--- src/rtl/prime_pkg.sv ---
// Shared types and constants for the prime tester.
// Holds the FSM state enum and divider timing constants.
package prime_pkg;

  localparam int FIRST_ODD_DIVISOR = 3;
  localparam int DIV_LATENCY       = 17;

  typedef enum logic [2:0] {
    S_IDLE,
    S_CHECK,
    S_SQR,
    S_DIV,
    S_WAIT,
    S_RESULT
  } state_t;

endpackage

--- src/rtl/prime_test_ctrl_if.sv ---
// Request/result bundle of the prime tester.
// master: start, n out; slave: busy, done, is_prime, factor out.
interface prime_test_ctrl_if #(
  parameter int WIDTH = 16
);

  logic             start;
  logic [WIDTH-1:0] n;
  logic             busy;
  logic             done;
  logic             is_prime;
  logic [WIDTH-1:0] factor;

  modport master (
    output start,
    output n,
    input  busy,
    input  done,
    input  is_prime,
    input  factor
  );

  modport slave (
    input  start,
    input  n,
    output busy,
    output done,
    output is_prime,
    output factor
  );

endinterface

--- src/rtl/seq_divider.sv ---
// Restoring divider, one quotient bit per cycle; yields remainder.
// Ports: clk, reset, div_start, dividend, divisor -> remainder, div_done.
module seq_divider #(
  parameter int WIDTH = 16
) (
  input  logic             clk,
  input  logic             reset,
  input  logic             div_start,
  input  logic [WIDTH-1:0] dividend,
  input  logic [WIDTH:0]   divisor,
  output logic [WIDTH:0]   remainder,
  output logic             div_done
);

  localparam int CW = $clog2(WIDTH + 1);

  logic [WIDTH:0]   rem_q;
  logic [WIDTH-1:0] quo_q;
  logic [CW-1:0]    cnt;
  logic             run;

  logic [WIDTH+1:0] shifted;
  logic [WIDTH+1:0] diff;
  logic             ge;
  logic [WIDTH:0]   rem_nx;

  // Partial remainder stays below divisor, so the
  // restored value always fits back into WIDTH+1 bits.
  assign shifted = {rem_q, quo_q[WIDTH-1]};
  assign ge      = shifted >= {1'b0, divisor};
  assign diff    = shifted - {1'b0, divisor};
  assign rem_nx  = ge ? diff[WIDTH:0]
                      : shifted[WIDTH:0];

  assign remainder = rem_q;

  // Load cycle plus WIDTH shift cycles: done
  // rises WIDTH+1 cycles after div_start.
  always_ff @(posedge clk) begin
    if (reset) begin
      rem_q    <= '0;
      quo_q    <= '0;
      cnt      <= '0;
      run      <= 1'b0;
      div_done <= 1'b0;
    end else begin
      div_done <= 1'b0;
      if (div_start) begin
        rem_q <= '0;
        quo_q <= dividend;
        cnt   <= CW'(WIDTH);
        run   <= 1'b1;
      end else if (run) begin
        rem_q <= rem_nx;
        quo_q <= {quo_q[WIDTH-2:0], ge};
        cnt   <= cnt - 1'b1;
        if (cnt == CW'(1)) begin
          run      <= 1'b0;
          div_done <= 1'b1;
        end
      end
    end
  end

endmodule

--- src/rtl/prime_test_ctrl.sv ---
// Trial-division primality tester with smallest-factor result.
// Ports: CLOCK_50, reset, bus (start, n -> busy, done, is_prime, factor).
module prime_test_ctrl
  import prime_pkg::*;
#(
  parameter int WIDTH = 16
) (
  input  logic            CLOCK_50,
  input  logic            reset,
  prime_test_ctrl_if.slave bus
);

  state_t           state;
  logic [WIDTH-1:0] n_q;
  logic [WIDTH:0]   d;
  logic             res_prime;
  logic [WIDTH-1:0] res_factor;
  logic             busy_q;
  logic             done_q;
  logic             prime_q;
  logic [WIDTH-1:0] factor_q;

  logic [2*WIDTH+1:0] sq;
  logic               over;
  logic               div_start;
  logic [WIDTH:0]     rem;
  logic               div_done;

  // Full-width square: d reaches 257 for WIDTH=16.
  assign sq = {{(WIDTH+1){1'b0}}, d}
            * {{(WIDTH+1){1'b0}}, d};
  assign over = sq > {{(WIDTH+2){1'b0}}, n_q};

  assign div_start = (state == S_DIV);

  seq_divider #(
    .WIDTH(WIDTH)
  ) u_div (
    .clk      (CLOCK_50),
    .reset    (reset),
    .div_start(div_start),
    .dividend (n_q),
    .divisor  (d),
    .remainder(rem),
    .div_done (div_done)
  );

  always_ff @(posedge CLOCK_50) begin
    if (reset) begin
      state      <= S_IDLE;
      n_q        <= '0;
      d          <= '0;
      res_prime  <= 1'b0;
      res_factor <= '0;
      busy_q     <= 1'b0;
      done_q     <= 1'b0;
      prime_q    <= 1'b0;
      factor_q   <= '0;
    end else begin
      done_q <= 1'b0;
      unique case (state)
        S_IDLE: begin
          if (bus.start) begin
            n_q    <= bus.n;
            d      <= (WIDTH+1)'(FIRST_ODD_DIVISOR);
            busy_q <= 1'b1;
            state  <= S_CHECK;
          end
        end
        S_CHECK: begin
          if (n_q < WIDTH'(2)) begin
            res_prime  <= 1'b0;
            res_factor <= '0;
            state      <= S_RESULT;
          end else if (n_q < WIDTH'(4)) begin
            res_prime  <= 1'b1;
            res_factor <= n_q;
            state      <= S_RESULT;
          end else if (!n_q[0]) begin
            res_prime  <= 1'b0;
            res_factor <= WIDTH'(2);
            state      <= S_RESULT;
          end else begin
            state <= S_SQR;
          end
        end
        S_SQR: begin
          if (over) begin
            res_prime  <= 1'b1;
            res_factor <= n_q;
            state      <= S_RESULT;
          end else begin
            state <= S_DIV;
          end
        end
        S_DIV: begin
          state <= S_WAIT;
        end
        S_WAIT: begin
          if (div_done) begin
            if (rem == '0) begin
              res_prime  <= 1'b0;
              res_factor <= d[WIDTH-1:0];
              state      <= S_RESULT;
            end else begin
              d     <= d + (WIDTH+1)'(2);
              state <= S_SQR;
            end
          end
        end
        S_RESULT: begin
          prime_q  <= res_prime;
          factor_q <= res_factor;
          done_q   <= 1'b1;
          busy_q   <= 1'b0;
          state    <= S_IDLE;
        end
        default: state <= S_IDLE;
      endcase
    end
  end

  assign bus.busy     = busy_q;
  assign bus.done     = done_q;
  assign bus.is_prime = prime_q;
  assign bus.factor   = factor_q;

endmodule
--- src/flat_wrapper.sv ---
// flat-port wrapper written by rule: the top's interface ports become plain ports
module prime_test_ctrl_flat import prime_pkg::*;
#(
  parameter int WIDTH = 16
)
  (CLOCK_50, reset, bus_start, bus_n, bus_busy, bus_done, bus_is_prime, bus_factor);
  prime_test_ctrl_if #(.WIDTH(WIDTH)) bus_i ();
  input  logic CLOCK_50;
  input  logic reset;
  input wire logic [$bits(bus_i.start)-1:0] bus_start;
  input wire logic [$bits(bus_i.n)-1:0] bus_n;
  output wire logic [$bits(bus_i.busy)-1:0] bus_busy;
  output wire logic [$bits(bus_i.done)-1:0] bus_done;
  output wire logic [$bits(bus_i.is_prime)-1:0] bus_is_prime;
  output wire logic [$bits(bus_i.factor)-1:0] bus_factor;
  assign bus_i.start = bus_start;
  assign bus_i.n = bus_n;
  assign bus_busy = bus_i.busy;
  assign bus_done = bus_i.done;
  assign bus_is_prime = bus_i.is_prime;
  assign bus_factor = bus_i.factor;
  prime_test_ctrl #(.WIDTH(WIDTH)) u_core (.CLOCK_50(CLOCK_50), .reset(reset), .bus(bus_i));
endmodule
--- config.mk ---
export PLATFORM = sky130hd
export DESIGN_NAME = prime_test_ctrl_flat
export DESIGN_NICKNAME = d
export VERILOG_FILES = /design/src/rtl/prime_pkg.sv /design/src/rtl/prime_test_ctrl_if.sv /design/src/rtl/seq_divider.sv /design/src/rtl/prime_test_ctrl.sv /design/src/flat_wrapper.sv
export SDC_FILE = /design/constraint.sdc
export NUM_CORES = 1
export LEC_CHECK = 0
export CORE_MARGIN = 8
export CORE_UTILIZATION = 70
export CTS_BUF_LIST = sky130_fd_sc_hd__clkbuf_16
export CTS_CLUSTER_DIAMETER = 200
export DETAILED_ROUTE_END_ITERATION = 8
export PLACE_DENSITY = 0.95
export SYNTH_ARGS = -nofsm -noshare
export SYNTH_HDL_FRONTEND = slang
export SYNTH_HIERARCHICAL = 1
export SYNTH_SLANG_ARGS = --single-unit
--- constraint.sdc ---
create_clock -name CLOCK_50 -period 25.3 [get_ports CLOCK_50]
set_clock_uncertainty 0.15 [all_clocks]
set_input_delay 2.53 -clock CLOCK_50 [delete_from_list [all_inputs] [get_ports CLOCK_50]]
set_output_delay 2.53 -clock CLOCK_50 [all_outputs]
set_load 0.05 [all_outputs]
Yosys cells after proc, flatten, opt, wreduce, memory -nomap -nowiden
Cells that the tools add are included. W data, S select, Z words.

Register bits: 112. Latch bits: 0. Memory bits (writable): 0. Bits in read-only memories: 0. Input bits: 19. Logic and storage cells: 87. Memories: 0.

$add $sub $neg: 3. $mul: 1. Div/mod/pow operators: 0. $lt $le $gt $ge: 4. Equal/unequal tests: 12. Shift operators: 0. Multiplexer cells: 38. Bitwise gates (word level): 1. Reduce and logical (&&, ||, !) cells: 13.

Operator list (number): $mux W16 (8); $mux W17 (4); $pmux W16 S3 (1); $gt A34 B16 Y1 (1); $mul A17 B17 Y34 (1); $pmux W17 S2 (1); $mux W3 (7); $ge A18 B17 Y1 (1); $add A17 B2 Y17 const B (1); $logic_not A17 Y1 (1); $sub A17 B17 Y17 (1); $lt A16 B2 Y1 const B (1); $lt A16 B3 Y1 const B (1); $pmux W3 S5 (1); $mux W1 (12); $mux W5 (2); $eq A3 B2 Y1 const B (2); $eq A3 B3 Y1 const B (2); $ne A2 B2 Y1 const B (3); $reduce_and A2 Y1 (3); $reduce_bool A2 Y1 (3); $eq A5 B1 Y1 const B (1); $reduce_and A5 Y1 (1); $sub A5 B1 Y5 const B (1); 11 further kinds (12).

Longest topological paths before layout
Gate-level depths: netlist of run 1.

Word-level depth: 4. Gate-level depth with buffers: 33.

Hierarchy
Netlist of run 1, hierarchy kept.

Modules (own cells, without submodules): prime_test_ctrl (instances 1, cells each 1550, area each 12712.2 um^2); seq_divider (instances 1, cells each 333, area each 2720.1 um^2).

Worst setup path after synthesis of run 1
Ideal clock, no wire load.

Path kind: register to register. Start point: register u_core.d[5]. End point: register u_core.res_factor[10]. Setup time: 0.136 ns. Data arrival time: 7.797 ns. Required time: 25.014 ns. Path slack: 17.217 ns. Cell stages (with the launch flop): 31. Path buffers: 4. Cell sequence: dfxtp_1 -> clkbuf_1 -> buf_1 -> nand2_1 -> inv_1 -> fa_1 -> inv_1 -> fa_1 -> fa_1 -> inv_1 -> fa_1 -> inv_1 -> fa_1 -> inv_1 -> fa_1 -> ha_1 -> buf_2 -> a21o_1 -> nor3_1 -> nand2_1 -> xor2_1 -> ha_1 -> nand4_1 -> nor2_1 -> o311a_1 -> or4_1 -> or4_4 -> or4_4 -> buf_6 -> o311ai_1 -> o211ai_1.

Cells in the longest elaborated chain, start to end: 4.

RTL lines: start: declaration (line prime_test_ctrl.sv:15) `logic [WIDTH:0] d;`; start signal: assignment (line prime_test_ctrl.sv:65) `d <= (WIDTH+1)'(FIRST_ODD_DIVISOR);`; start signal: assignment (line prime_test_ctrl.sv:106) `d <= d + (WIDTH+1)'(2);`; $mul A17 B17 Y34 (line prime_test_ctrl.sv:31) `* {{(WIDTH+1){1'b0}}, d};`; $gt A34 B16 Y1 (line prime_test_ctrl.sv:32) `assign over = sq > {{(WIDTH+2){1'b0}}, n_q};`; $ne A2 B1 Y1 (no line); $reduce_and A5 Y1 (no line); end signal: assignment (line prime_test_ctrl.sv:77) `res_factor <= n_q;`; end signal: assignment (line prime_test_ctrl.sv:90) `res_factor <= n_q;`; end signal: assignment (line prime_test_ctrl.sv:103) `res_factor <= d[WIDTH-1:0];`; end: declaration (line prime_test_ctrl.sv:17) `logic [WIDTH-1:0] res_factor;`.

Every way passes these cells. A chain may end at the register's enable or synchronous reset.

Worst setup path in the final report of run 1
Start point: register u_core.d[8]. End point: register u_core.res_factor[14].

Same word-level chain as after synthesis.

==> impl_results.md, run 1 <==
- GPL Wtd Cong: 1.00
- Max-slew violations: 0
- R2R depth: 27
- Startpoint types: register
- FF-to-FF setup slack: roughly 16 ns
- Clk_lat worst skew: roughly 0.37 ns
- Fraction of layout cells with a size suffix above 1: 0.0319
- Die area: ~27,000 sq um
- Max-cap violations: 0
- Kind of end point of the critical path: register
- Via count: 13,500
- Nets: around 2,200
- Top cell by count, worst path: fa_1
- Post-Syn Nets: 2,241
- Yosys warns: 6
- Clk slew on worst S/H paths: roughly 0.080 ns
- Area grow syn2layout: 4.40%
- Final setup fails: 0
- Reg2reg start: u_core/d[8]
- Asr flop ratio synth: 0
- DR DRC count: 0
- DP HPWL: about 32,000 um
- Library cells used by synthesis: just over 80
- Fin area: around 16,000 sq um
- Yosys reg bits: 112
- IO Pins: 38
- Post-layout util: 0.741
- Post-Syn Area per Cell: 8.20 sq um
- Drt initial violations: approximately 1,400
- H-tree Lvls: 3
- Worst-path maximum fanout: 14
- Die Ht: about 160 um
- XOR/XNOR share of the synthesized area: 0.0323
- Register area share after synthesis: 0.145
- Critical Path AT: roughly 9.3 ns
- Pwr Density: ~36 nW/um^2
- Commonest cells after routing, fill and taps aside: inv_1 (336), nand2_1 (226), fa_1 (193)
- CTS Sinks: between 100 and 150
- Status: completed
- Critical Path Sink: u_core/res_factor[14]
- CP Depth: 27
- Average wire per standard cell: roughly 20 um
- Hold-fix buffers, CTS: 0
- Worst path max stage delay: between 0.7 and 0.8 ns
- Critical Path Start: u_core/d[8]
- Core area: between 20,000 and 25,000 sq um
- Antenna diodes: 0
- Final Routed Wirelength: 41,500 um
- WP data required: roughly 25 ns
- Mux share of post-synthesis cell area: 0.0216
- Number of global-route vias before repair: about 14,000
- RSZ-0062 raised after global routing: no
- Die width: between 150 and 200 um
- IO Port Bufs: 37
- Min-delay worst type: register to register
- Capturing point of the worst reg2reg path: u_core/res_factor[14]
- Clk root buf: clkbuf_16
- Main combinational cell family by area after synthesis: adder cells
- Initial antenna violation count: 0
- Overflow after GRT: 0
- Synth Area in Simple Gates: 0.175
- Commonest non-fill, non-tap cell in the layout: inv_1
- Ys flop type: dfxtp_1
- Largest net degree at the start of global routing: 58
- Num CTS Buffers: 9
- Tightest Pin Transition: around 1.4 ns
- Post-Syn Area: around 15,000 sq um
- Total Neg Setup Slack: 0 ns
- Rows: 54
- Worst slew margin: 0.0883
- EDFF count, synth: 0
- Buf/Inv on CP: 5
- ANT nets after route: 0
- Fin crit share: 0.362
- Family with the most delay on the worst path: adder cells
- First-pass GRT wire length: 68,900 um
- CTS tree: built
- Pre-antenna DRT Iters: 6
- Post-CTS Resized: 0
- Post-route minimum period: between 9 and 10 ns
- Compound-Gate Fraction of Synth Area: 0.149
- Kind of critical path: register to register
- Max VDD drop: roughly 46 uV
- FMAX: about 110 MHz
- Postcts setup bufs: 0
- Total GRT Usage: 0.317
- Hold_ws: between 0.3 and 0.4 ns
- Number of vias per cell: roughly 6.3
- Dpl cell area: around 16,000 sq um
- Leakage: around 7.8 nW
- CP max stage cell: dfxtp_1
- Initial core utilization: 0.709
- Clock Path Buffers: 2
- Final hold violations: 0
- Hold path start: u_core/bus.factor[1]
- Instance count of the mapped netlist: approximately 1,900
- Post-Synth Adder-Cell Area: 0.369
synthesized netlist by cell type, drive strengths merged (23+ instances only):
master  instances  share of area
a21oi         119          0.039
nand2         227          0.055
nor2b          23         0.0093
o21ai          55          0.018
fa            193           0.25
o211ai         24          0.012
mux2i          31          0.020
nand4          26          0.011
ha            146           0.12
nor2          126          0.031
clkbuf         75          0.018
xnor2          37          0.021
and2           51          0.021
inv           338          0.082
dfxtp         112           0.15
cell type report:
cell class                      count  area, sq um
Clock buffer                        9          225
Fill cell                        1540         5640
Sequential cell                   112         2240
Tap cell                          280          350
Timing Repair Buffer               42          403
Clock inverter                      7         85.1
Inverter                          340         1280
Multi-Input combinational cell   1339        11500
how the worst min path moves through the flow:
stage	endpoint	cells past startpoint
3_5_place_dp	u_core/bus.factor[13]	2
2_1_floorplan	u_core/bus.factor[0]	2
4_1_cts	u_core/bus.factor[1]	2
6_report	u_core/bus.factor[1]	2
5_1_grt	u_core/bus.factor[0]	2
3_3_place_gp	u_core/bus.factor[11]	2
kinds of logic after synthesis:
logic type | after synthesis
buf+inv | 432
flops | 112
simple gates | 568
xor+xnor | 57
fa+ha+maj | 339
compound gates | 342
mux | 33
flip-flops by register name (all words and copies together) (netlist names):
register                flops
u_core/n_q                 16
u_core/u_div/cnt            5
u_core/res_prime            1
u_core/u_div/div_done       1
u_core/bus.factor          16
u_core/d                   17
u_core/u_div/remainder     17
u_core/u_div/run            1
u_core/res_factor          16
u_core/bus.is_prime         1
u_core/u_div/quo_q         16
u_core/bus.busy             1
u_core/bus.done             1
u_core/state                3
routing by layer:
metal  track usage  vias to the layer above  wire (um)  share of wire
met4         0.146                        0       1900          0.046
li1              -                     6082          -              -
met3        0.0725                      175       4030          0.097
met2         0.529                      758      19900           0.48
met1         0.386                     6461      15700           0.38
met5             0                        -          0              0
worst reg2reg max path: stages, from the launching register on:
cell	delay, ns
dfxtp_1	0.78
clkinv_1	0.62
nor2_1	0.34
fa_1	0.48
fa_1	0.37
inv_1	0.07
fa_1	0.44
fa_1	0.50
inv_1	0.06
fa_1	0.53
inv_1	0.06
fa_1	0.53
inv_1	0.04
ha_1	0.38
a21oi_1	0.22
nor2_1	0.08
nor3_1	0.31
nand2_1	0.15
xor2_1	0.18
ha_1	0.31
nand4_1	0.11
nor2_1	0.06
o311a_1	0.12
or4_1	0.47
or4_4	0.56
or4_4	0.61
o311ai_1	0.34
o211ai_1	0.15
where the power goes:
group	switching, W	total [W]	internal (W)
registers	0.0000261	0.000214	0.000188
logic	0.000133	0.000220	0.0000872
clock network	0.0000744	0.000154	0.0000793
total	0.000234	0.000588	0.000354
stage by stage:
step / std cells / worst slack (ns) / total power, W
6_report: 2129 / 16.13 / 0.000588
5_1_grt: 2129 / 15.78 / 0.000614
4_1_cts: 2129 / 16.30 / 0.000582
3_5_place_dp: 2113 / 16.32 / 0.000429
2_1_floorplan: 1883 / 17.22 / 0.000387
3_3_place_gp: 2113 / 16.56 / 0.000423
Power figures use the tool's default switching activity.
==> run 2: changes to the inputs <==
--- a/config.mk
+++ b/config.mk
@@ -6,11 +6,11 @@
 export NUM_CORES = 1
 export LEC_CHECK = 0
 export CORE_MARGIN = 8
-export CORE_UTILIZATION = 70
+export CORE_UTILIZATION = 65
 export CTS_BUF_LIST = sky130_fd_sc_hd__clkbuf_16
 export CTS_CLUSTER_DIAMETER = 200
 export DETAILED_ROUTE_END_ITERATION = 8
-export PLACE_DENSITY = 0.95
+export PLACE_DENSITY = 0.89
 export SYNTH_ARGS = -nofsm -noshare
 export SYNTH_HDL_FRONTEND = slang
 export SYNTH_HIERARCHICAL = 1
==> constraint.sdc (replaced) <==
create_clock -name CLOCK_50 -period 8.9 [get_ports CLOCK_50]
set_clock_uncertainty 0.15 [all_clocks]
set_input_delay 0.89 -clock CLOCK_50 [delete_from_list [all_inputs] [get_ports CLOCK_50]]
set_output_delay 0.89 -clock CLOCK_50 [all_outputs]
set_load 0.05 [all_outputs]
==> run 2 against run 1 <==
Combinational power rose to 2.9 times the previous value. First-iteration DRC count fell by 7.6%. Sequential power rose to 2.8 times the previous value. Sequential share of layout area fell by 0.22 points. Routed wire length rose by 0.24%. Core utilization fell by 4.0 points. Critical endpoint is now u_core/res_factor[10]. Largest cell class unchanged. Largest power group unchanged.
==> impl_results.md, run 2 (synthesized netlist as in run 1, its figures left out) <==
- Status: completed
- Critical Path Sink: u_core/res_factor[10]
- Overflow after GRT: 0
- Die area: between 20,000 and 30,000 sq um
- First-pass GRT wire length: 70,100 um
- Average wire per standard cell: between 15 and 20 um
- Initial antenna violation count: 0
- Final hold violations: 0
- Non-filler instance count after layout: 2,198
- Fraction of layout cells with a size suffix above 1: 0.0500
- Drt initial violations: approximately 1,300
- Filler instances: approximately 1,800
- DR DRC count: 0
- ANT nets after route: 0
- Total GRT Usage: 0.299
- Commonest cells after routing, fill and taps aside: inv_1 (336), nand2_1 (226), fa_1 (193)
- IO Pins: 38
- IO Port Bufs: 37
- Max-slew violations: 0
- CTS Sinks: roughly 110
- Area grow syn2layout: 6.29%
- WP data required: approximately 9 ns
- Flop pwr share: 0.360
- Clk slew on worst S/H paths: ~0.09 ns
- Leakage: 7.93 nW
- Worst slew margin: 0.123
- Worst-path maximum fanout: 13
- Critical Path AT: around 8.6 ns
- H-tree Lvls: 3
- Total Neg Setup Slack: 0 ns
- FMAX: between 100 and 150 MHz
- Kind of critical path: register to register
- Clk root buf: clkbuf_16
- Critical Path Start: u_core/d[7]
- Pre-antenna DRT Iters: 5
- Final Routed Wirelength: between 40,000 and 50,000 um
- RSZ-0062 raised after global routing: no
- Reg2reg start: u_core/d[7]
- Fin crit share: 0.959
- GPL Wtd Cong: 0.981
- Antenna diodes: 0
- Commonest non-fill, non-tap cell in the layout: inv_1
- Num CTS Buffers: 9
- Die width: 170 um
- FF-to-FF setup slack: around 0.36 ns
- Kind of end point of the critical path: register
- Hold-fix buffers, CTS: 0
- Core area: 23,400 sq um
- Via count: between 10,000 and 15,000
- Comb pwr share: 0.378
- R2R depth: 26
- Post-route minimum period: 8.54 ns
- Clk pwr share: 0.262
- Number of global-route vias before repair: approximately 14,000
- Pint: ~0.00099 W
- Startpoint types: register
- DP HPWL: roughly 33,000 um
- Pwr Density: around 100 nW/um^2
- Psw: between 0.0006 and 0.0007 W
- Clk_lat worst skew: 0.37 ns
- Placed insts: between 2,000 and 2,500
- CTS tree: built
- Initial core utilization: 0.659
- Max-cap violations: 0
- Max VDD drop: a little over 100 uV
- Largest net degree at the start of global routing: 86
- Clock Path Buffers: 2
- Capturing point of the worst reg2reg path: u_core/res_factor[10]
- Final setup fails: 0
- Tightest Pin Transition: 1.30 ns
- Min-delay worst type: register to register
- Nets: approximately 2,200
- Postcts setup bufs: 0
- Die Ht: between 150 and 200 um
- Sw frac: 0.406
- Number of vias per cell: between 6 and 7
- Rows: 56
## run 2: cell count changes in the layout (fill, tap and decap cells not counted)
cell	previous run	this run
ha_2	0	1
buf_4	5	35
ha_1	146	145
dfxtp_2	1	4
clkinv_1	3	2
bufinv_16	1	0
dfxtp_1	111	108
clkinv_8	0	2
inv_8	3	2
clkinv_4	1	0
inv_12	0	2
## run 2: area by class of cell
class | instances | area [sq um] | share of cell area
Clock buffer | 9 | 225 | 0.0137
Clock inverter | 7 | 96.3 | 0.00587
Inverter | 340 | 1280 | 0.0778
Multi-Input combinational cell | 1339 | 11500 | 0.703
Sequential cell | 112 | 2250 | 0.137
Tap cell | 319 | 399 | 0.0243
Timing Repair Buffer | 72 | 628 | 0.0383
## run 2: routing by layer
metal	up-vias	global-route usage	share of wire
met4	0	0.138	0.046
met3	150	0.0619	0.084
li1	6160	-	-
met1	6517	0.364	0.39
met5	-	0	0
met2	638	0.505	0.48
## run 2: metrics by stage
step / hold WS, ns / worst slack [ns] / utilization / total power (W) / cell area [sq um]
5_1_grt: 0.325 / 0.0237 / 0.701 / 0.00175 / 16400
2_1_floorplan: 0.277 / 0.817 / - / 0.00110 / 15400
4_1_cts: 0.310 / 0.376 / 0.701 / 0.00166 / 16400
6_report: 0.311 / 0.363 / 0.701 / 0.00167 / 16400
3_3_place_gp: 0.294 / 0.652 / 0.687 / 0.00121 / 16100
3_5_place_dp: 0.290 / 0.375 / 0.687 / 0.00122 / 16100
## run 2: worst min-delay path by stage
stage | start | endpoint | slack [ns] | cells after the start
floorplan | u_core/res_factor[0] | u_core/bus.factor[0] | 0.28 | 2
global placement | u_core/bus.factor[10] | u_core/bus.factor[10] | 0.29 | 2
detailed placement | u_core/res_factor[7] | u_core/bus.factor[7] | 0.29 | 2
CTS | u_core/res_factor[7] | u_core/bus.factor[7] | 0.31 | 2
global route | u_core/res_factor[7] | u_core/bus.factor[7] | 0.33 | 2
finish | u_core/bus.factor[2] | u_core/bus.factor[2] | 0.31 | 2
## run 2: timing repair
action / CTS / global route
resized for setup: 0 / 4
endpoints found under the setup margin: 0 / 17
endpoints found under the hold margin: 0 / 0
## run 2: power groups by stage
stage               combinational [W]  clock, W  sequential, W
finish                       0.000632  0.000439       0.000601
global route                 0.000682  0.000466       0.000606
CTS                          0.000618  0.000443       0.000598
detailed placement           0.000611         0       0.000608
global placement             0.000599         0       0.000607
floorplan                    0.000526         0       0.000575
## run 2: critical path: stages (launching register included)
cell,delay [ns]
dfxtp_1,0.69
buf_4,0.26
nand2_1,0.12
fa_1,0.54
fa_1,0.55
inv_1,0.06
ha_1,0.23
fa_1,0.50
fa_1,0.52
inv_1,0.07
fa_1,0.56
inv_1,0.05
ha_1,0.35
a21oi_1,0.28
nor2_1,0.09
nor3_1,0.35
nand2_1,0.14
xor2_1,0.17
ha_1,0.32
nand4_1,0.11
nor2_1,0.06
o311a_1,0.12
or4_1,0.47
or4_4,0.56
or4_4,0.61
o311ai_1,0.34
o211ai_1,0.15
==> run 3: changes to the inputs <==
--- a/config.mk
+++ b/config.mk
@@ -9,8 +9,10 @@
 export CORE_UTILIZATION = 65
 export CTS_BUF_LIST = sky130_fd_sc_hd__clkbuf_16
 export CTS_CLUSTER_DIAMETER = 200
+export CTS_CLUSTER_SIZE = 12
 export DETAILED_ROUTE_END_ITERATION = 8
 export PLACE_DENSITY = 0.89
+export SLEW_MARGIN = 5
 export SYNTH_ARGS = -nofsm -noshare
 export SYNTH_HDL_FRONTEND = slang
 export SYNTH_HIERARCHICAL = 1
==> results of run 3 <==
The final DEF is identical to that of run 2; final timing and power are the same.
